## config.mk

```make
export PLATFORM = sky130hd
export DESIGN_NAME = int2float_pipe
export DESIGN_NICKNAME = d
export VERILOG_FILES = /design/src/rtl/int2float_pkg.sv /design/src/rtl/int2float_lzc.sv /design/src/rtl/int2float_pipe.sv
export SDC_FILE = /design/constraint.sdc
export NUM_CORES = 1
export LEC_CHECK = 0
export CAP_MARGIN = 20
export CORE_AREA = 3 3 61 63
export CTS_CLUSTER_SIZE = 25
export DETAILED_ROUTE_END_ITERATION = 10
export DIE_AREA = 0 0 64 66
export PLACE_DENSITY = 0.71
export SYNTH_ARGS = -nofsm -noshare
export SYNTH_HDL_FRONTEND = slang
export SYNTH_SLANG_ARGS = --single-unit
export TNS_END_PERCENT = 30
```

## constraint.sdc

```tcl
create_clock -name clk -period 5 [get_ports clk]
set_input_delay 1 -clock clk [delete_from_list [all_inputs] [get_ports clk]]
set_output_delay 1 -clock clk [all_outputs]
set_load 0.01 [all_outputs]
```

## src/rtl/int2float_pkg.sv

```systemverilog
// int2float_pkg: shared widths, output record type and helpers for the
// integer-to-float pipeline.
package int2float_pkg;

  localparam int IN_W_DEF  = 11;
  localparam int EXP_W_DEF = 3;
  localparam int MAN_W_DEF = 4;
  localparam int OUT_W     = EXP_W_DEF + MAN_W_DEF;

  // {exp, man} with exp in the MSBs; the mantissa carries no hidden bit
  typedef struct packed {
    logic [EXP_W_DEF-1:0] exp;
    logic [MAN_W_DEF-1:0] man;
  } fp_t;

  // Width needed to hold a bit index into an n-bit word (at least 1)
  function automatic int idx_w(input int n);
    return (n > 1) ? $clog2(n) : 1;
  endfunction

endpackage

```

## src/rtl/int2float_lzc.sv

```systemverilog
// int2float_lzc: leading-one detector. Reports the index of the most
// significant set bit of x, and a flag when x is all zeros.
module int2float_lzc
  import int2float_pkg::*;
#(
  parameter int IN_W = IN_W_DEF
) (
  input  logic [IN_W-1:0]        x,
  output logic [idx_w(IN_W)-1:0] msb,
  output logic                   zero
);

  localparam int P_W = idx_w(IN_W);

  // Scan upward so the highest set bit wins
  always_comb begin
    msb  = '0;
    zero = 1'b1;
    for (int i = 0; i < IN_W; i++) begin
      if (x[i]) begin
        msb  = P_W'(i);
        zero = 1'b0;
      end
    end
  end

endmodule

```

## src/rtl/int2float_pipe.sv

```systemverilog
// int2float_pipe: two-stage unsigned integer to {exp, man} converter with
// valid/ready handshake on both sides.
//   Stage 1: leading-one detect, capture word and MSB index.
//   Stage 2: shift, round, pack into the output register.
// Build option INT2FLOAT_RNE_EN: round-to-nearest-even on the discarded
// bits, with mantissa carry and exponent saturation. Without it, the
// discarded bits are truncated.
module int2float_pipe
  import int2float_pkg::*;
#(
  parameter int IN_W  = IN_W_DEF,
  parameter int EXP_W = EXP_W_DEF,
  parameter int MAN_W = MAN_W_DEF
) (
  input  logic                   clk,
  input  logic                   rst_n,
  input  logic                   in_valid,
  output logic                   in_ready,
  input  logic [IN_W-1:0]        in_data,
  output logic                   out_valid,
  input  logic                   out_ready,
  output logic [EXP_W+MAN_W-1:0] out_data
);

  localparam int P_W     = idx_w(IN_W);
  localparam int X_W     = P_W + 2;
  localparam int MR_W    = MAN_W + 1;
  localparam int EXP_MAX = (1 << EXP_W) - 1;

  // The widest input must fit the exponent range without rounding help
  if (IN_W > MAN_W + EXP_MAX) begin : g_cfg_err
    $error("int2float_pipe: IN_W exceeds MAN_W + 2**EXP_W - 1");
  end

  logic                   s1_valid;
  logic                   s2_valid;
  logic                   s1_advance;
  logic [IN_W-1:0]        s1_x;
  logic [P_W-1:0]         s1_msb;
  logic                   s1_zero;
  logic [P_W-1:0]         lzc_msb;
  logic                   lzc_zero;
  logic                   big;
  logic [X_W-1:0]         sh;
  logic [IN_W-1:0]        shifted;
  logic [EXP_W+MAN_W-1:0] result;

  int2float_lzc #(
    .IN_W (IN_W)
  ) u_lzc (
    .x    (in_data),
    .msb  (lzc_msb),
    .zero (lzc_zero)
  );

  assign s1_advance = !s2_valid || out_ready;
  assign in_ready   = !s1_valid || s1_advance;
  assign out_valid  = s2_valid;

  // Stage-2 alignment: shift amount equals the unrounded exponent
  always_comb begin
    big     = !s1_zero && (int'(s1_msb) >= MAN_W);
    sh      = big ? (X_W'(s1_msb) - X_W'(MAN_W - 1)) : '0;
    shifted = s1_x >> sh;
  end

`ifdef INT2FLOAT_RNE_EN
  logic [IN_W-1:0] rem;
  logic [IN_W-1:0] half;
  logic            round_up;
  logic [MR_W-1:0] man_rnd;
  logic [X_W-1:0]  exp_rnd;

  // Round to nearest-even, renormalise on carry, saturate past max exponent
  always_comb begin
    rem      = s1_x & ((IN_W'(1) << sh) - IN_W'(1));
    half     = big ? (IN_W'(1) << (sh - X_W'(1))) : '0;
    round_up = big && ((rem > half) || ((rem == half) && shifted[0]));
    man_rnd  = {1'b0, MAN_W'(shifted)} + MR_W'(round_up);
    exp_rnd  = sh;
    if (man_rnd[MAN_W]) begin
      man_rnd = MR_W'(1) << (MAN_W - 1);
      exp_rnd = sh + X_W'(1);
    end
    if (int'(exp_rnd) > EXP_MAX) begin
      result = '1;
    end else begin
      result = {EXP_W'(exp_rnd), MAN_W'(man_rnd)};
    end
  end
`else
  // Truncate: keep the top MAN_W bits, exponent is the shift amount
  always_comb begin
    result = {EXP_W'(sh), MAN_W'(shifted)};
  end
`endif

  // Control flops and output register; reset flushes every in-flight word
  always_ff @(posedge clk or negedge rst_n) begin
    if (!rst_n) begin
      s1_valid <= 1'b0;
      s2_valid <= 1'b0;
      out_data <= '0;
    end else begin
      if (in_ready) begin
        s1_valid <= in_valid;
      end
      if (s1_advance) begin
        s2_valid <= s1_valid;
        if (s1_valid) begin
          out_data <= result;
        end
      end
    end
  end

  // Stage-1 data capture; held while the stage is stalled
  always_ff @(posedge clk) begin
    if (in_valid && in_ready) begin
      s1_x    <= in_data;
      s1_msb  <= lzc_msb;
      s1_zero <= lzc_zero;
    end
  end

endmodule

```

==> flow_metrics.tcl <==
set metrics [dict create \
    ios 24 \
    async_flop_share_pct 36.0 \
    synth_edf_count 16 \
    synth_top_flop_cell "edfxtp_1" \
    ys_seq_area_share_pct 49.6 \
    skew_ns 0.00358 \
    drc_errors 0 \
    syn_avg_cell_area_um2 10.7 \
    finalSetupViolCount 0 \
    antenna_found_initial 0 \
    worstPathRequired_ns 4.00 \
    worst_slew_pin_slew_ns 0.668 \
    clockBufferDepth 2 \
    max-cap-violations 0 \
    fmax_mhz 317 \
    dr_total_vias 1091 \
    grt_pass1_wl_um 4630 \
    grt_use_met3_pct 2.89 \
    cts_tree "yes" \
    htreeDepth 1 \
    crit_type "input pin to output pin" \
    finalMaxSlewViolations 0 \
    synth_cells 133 \
    cts.clk_slew.worst_paths_ns 0.13 \
    syn_to_final_growth_pct 19.3 \
    nNetsFinal 172 \
    p_leak_uw 0.000636 \
    ctsResizeCount 0 \
    rows 21 \
    coreArea_um2 3280 \
    post_drt_wl_per_cell_um 13.5 \
    status "completed" \
    startpoint_type "input pin" \
    routabilityCongestion 0.842 \
    stdcell_count 201 \
    grt_pass1_vias 1023 \
    cp_max_fo 3 \
    postRouteAntennaNets 0 \
    firstDrtPassIters 4 \
    tns_ns 0 \
    grt_overflow_total 0 \
    top_usage_layer "met2" \
    ir_drop_mv 0.138 \
    relSlewSlack_pct 55.4 \
    track_usage_pct 14.4 \
    synthesis.nets 149 \
    clk-insertion-delay-late_ns 0.32 \
    clock_sinks 25 \
    start_util_pct 43.3 \
    yosysWarnings 0 \
    ctsHoldBuffers 0 \
    critPathArrivalTime_ns 2.15 \
    min_period_over_period_pct 63.1 \
    hold_slack_ns 0.496 \
    post-cts-setup-buffer-count 0 \
    viasPerCell 5.43 \
    dieArea_um2 4220 \
    ys_types 42 \
    drt_first_iter_violations 56 \
    ys_ff_latch 25 \
    die_w_um 64 \
    rsz0062_at_grt "no" \
    root_buffer "clkbuf_4" \
    hp-class "flop to flop" \
    synth.cell_area_um2 1420 \
    cts_made_buffers 3 \
    fp.dieH_um 66 \
    hpwl_um 2150 \
    dp_cells 197 \
    p_per_area_nw_per_um2 279 \
    antennaDiodeCount 0 \
    finalHoldViolations 0 \
    period_minus_slack_ns 3.15 \
    place_ws_ns 1.84 \
    drive_gt1_share_pct 7.10 \
    drt_wl_total_um 2720 \
    portBuffers 23 \
    crit_path_end_kind "output pin" \
    grt.met1_usage_pct 18.0 \
    setup_ws_ns 1.85 \
    grt_max_degree 17 \
    gr-usage-met2_pct 22.8 \
]
## registers in the layout, indices dropped and copies added, names as in the netlist
signal	cells
s1_valid	1
out_valid	1
s1_msb	4
s1_zero	1
out_data	7
s1_x	11
## layer usage
layer	part of all wire, %	vias to the layer above
met5	0	-
met4	1.7	0
met3	5.0	6
met2	49	33
met1	44	504
li1	-	548
## synthesized netlist by cell type (2+ instances only)
| cell | number | area (µm²) |
|---|---|---|
| and2_1 | 4 | 25.0 |
| o21ai_0 | 8 | 40.0 |
| nand2b_1 | 6 | 37.5 |
| nand3b_1 | 2 | 15.0 |
| dfrtp_1 | 9 | 225 |
| o21bai_1 | 3 | 22.5 |
| nor3_1 | 4 | 20.0 |
| nor2b_1 | 2 | 12.5 |
| nand3_1 | 9 | 45.0 |
| nand2_1 | 14 | 52.6 |
| inv_1 | 3 | 11.3 |
| nand4_1 | 4 | 25.0 |
| mux2i_1 | 5 | 50.1 |
| a221o_1 | 3 | 30.0 |
| edfxtp_1 | 16 | 480 |
| a21oi_1 | 10 | 50.1 |
| nor2_1 | 5 | 18.8 |
| buf_6 | 2 | 22.5 |
## layout by cell type (no fill, tap or decap), types with 2 or more instances in the layout
cell type         n
clkdlybuf4s50_1  23
nand3_1           9
a221o_1           3
nand2_1          14
inv_1             3
nor2b_1           2
nor2_1            5
mux2i_1           5
clkbuf_4          3
o21bai_1          3
dfrtp_1           9
o21ai_0           8
nand4_1           4
and2_1            4
nand3b_1          2
nor3_1            4
nand2b_1          6
a21oi_1          10
edfxtp_1         16
## cell families (layout without fill, tap and decap cells)
kind of cell    Yosys count  in the layout  share of synthesized area (%)
simple gates             57             57                           22.3
compound gates           36             36                           19.3
flops                    25             25                           49.6
buf+inv                   8             30                           3.52
mux                       6              6                           4.31
fa+ha+maj                 1              1                          0.879
## power by group
part	total [µW]	internal [µW]	switching, µW
sequential	259	243	15.9
clock	90.3	31.3	59.1
combinational	125	64.9	59.8
total	474	339	135
## final timing paths
| path | endpoint | slack (ns) | cells past startpoint | from |
|---|---|---|---|---|
| max reg2reg | out_data[1] | 2.65 | 6 | s1_msb[0] |
| max | in_ready | 1.85 | 3 | out_ready |
| min reg2reg | out_data[5] | 0.50 | 2 | out_data[5] |
| min | out_data[5] | 0.50 | 2 | out_data[5] |
| max in group asynchronous | s1_valid | 3.75 | 1 | rst_n |
| min in group asynchronous | out_data[6] | 0.96 | 1 | rst_n |
## cell type report
type / count / area (µm²)
clock buffers: 4 / 26.3
flip-flops and latches: 25 / 706
multi-input cells: 100 / 667
fillers: 314 / 1590
well taps: 46 / 57.6
repair buffers: 23 / 230
inverters: 3 / 11.3
## per-stage QoR
stage | instance area, µm² | power [µW] | utilization, %
2_1_floorplan | 1420 | 336 | -
3_5_place_dp | 1670 | 389 | 50.9
3_3_place_gp | 1670 | 386 | 50.9
6_report | 1700 | 474 | 51.7
4_1_cts | 1700 | 479 | 51.7
5_1_grt | 1700 | 507 | 51.7
## critical path: stages
cell,delay (ns)
clkdlybuf4s50_1,0.46
nand3b_1,0.14
clkdlybuf4s50_1,0.55
No activity file was read; power rests on OpenSTA's default activity.
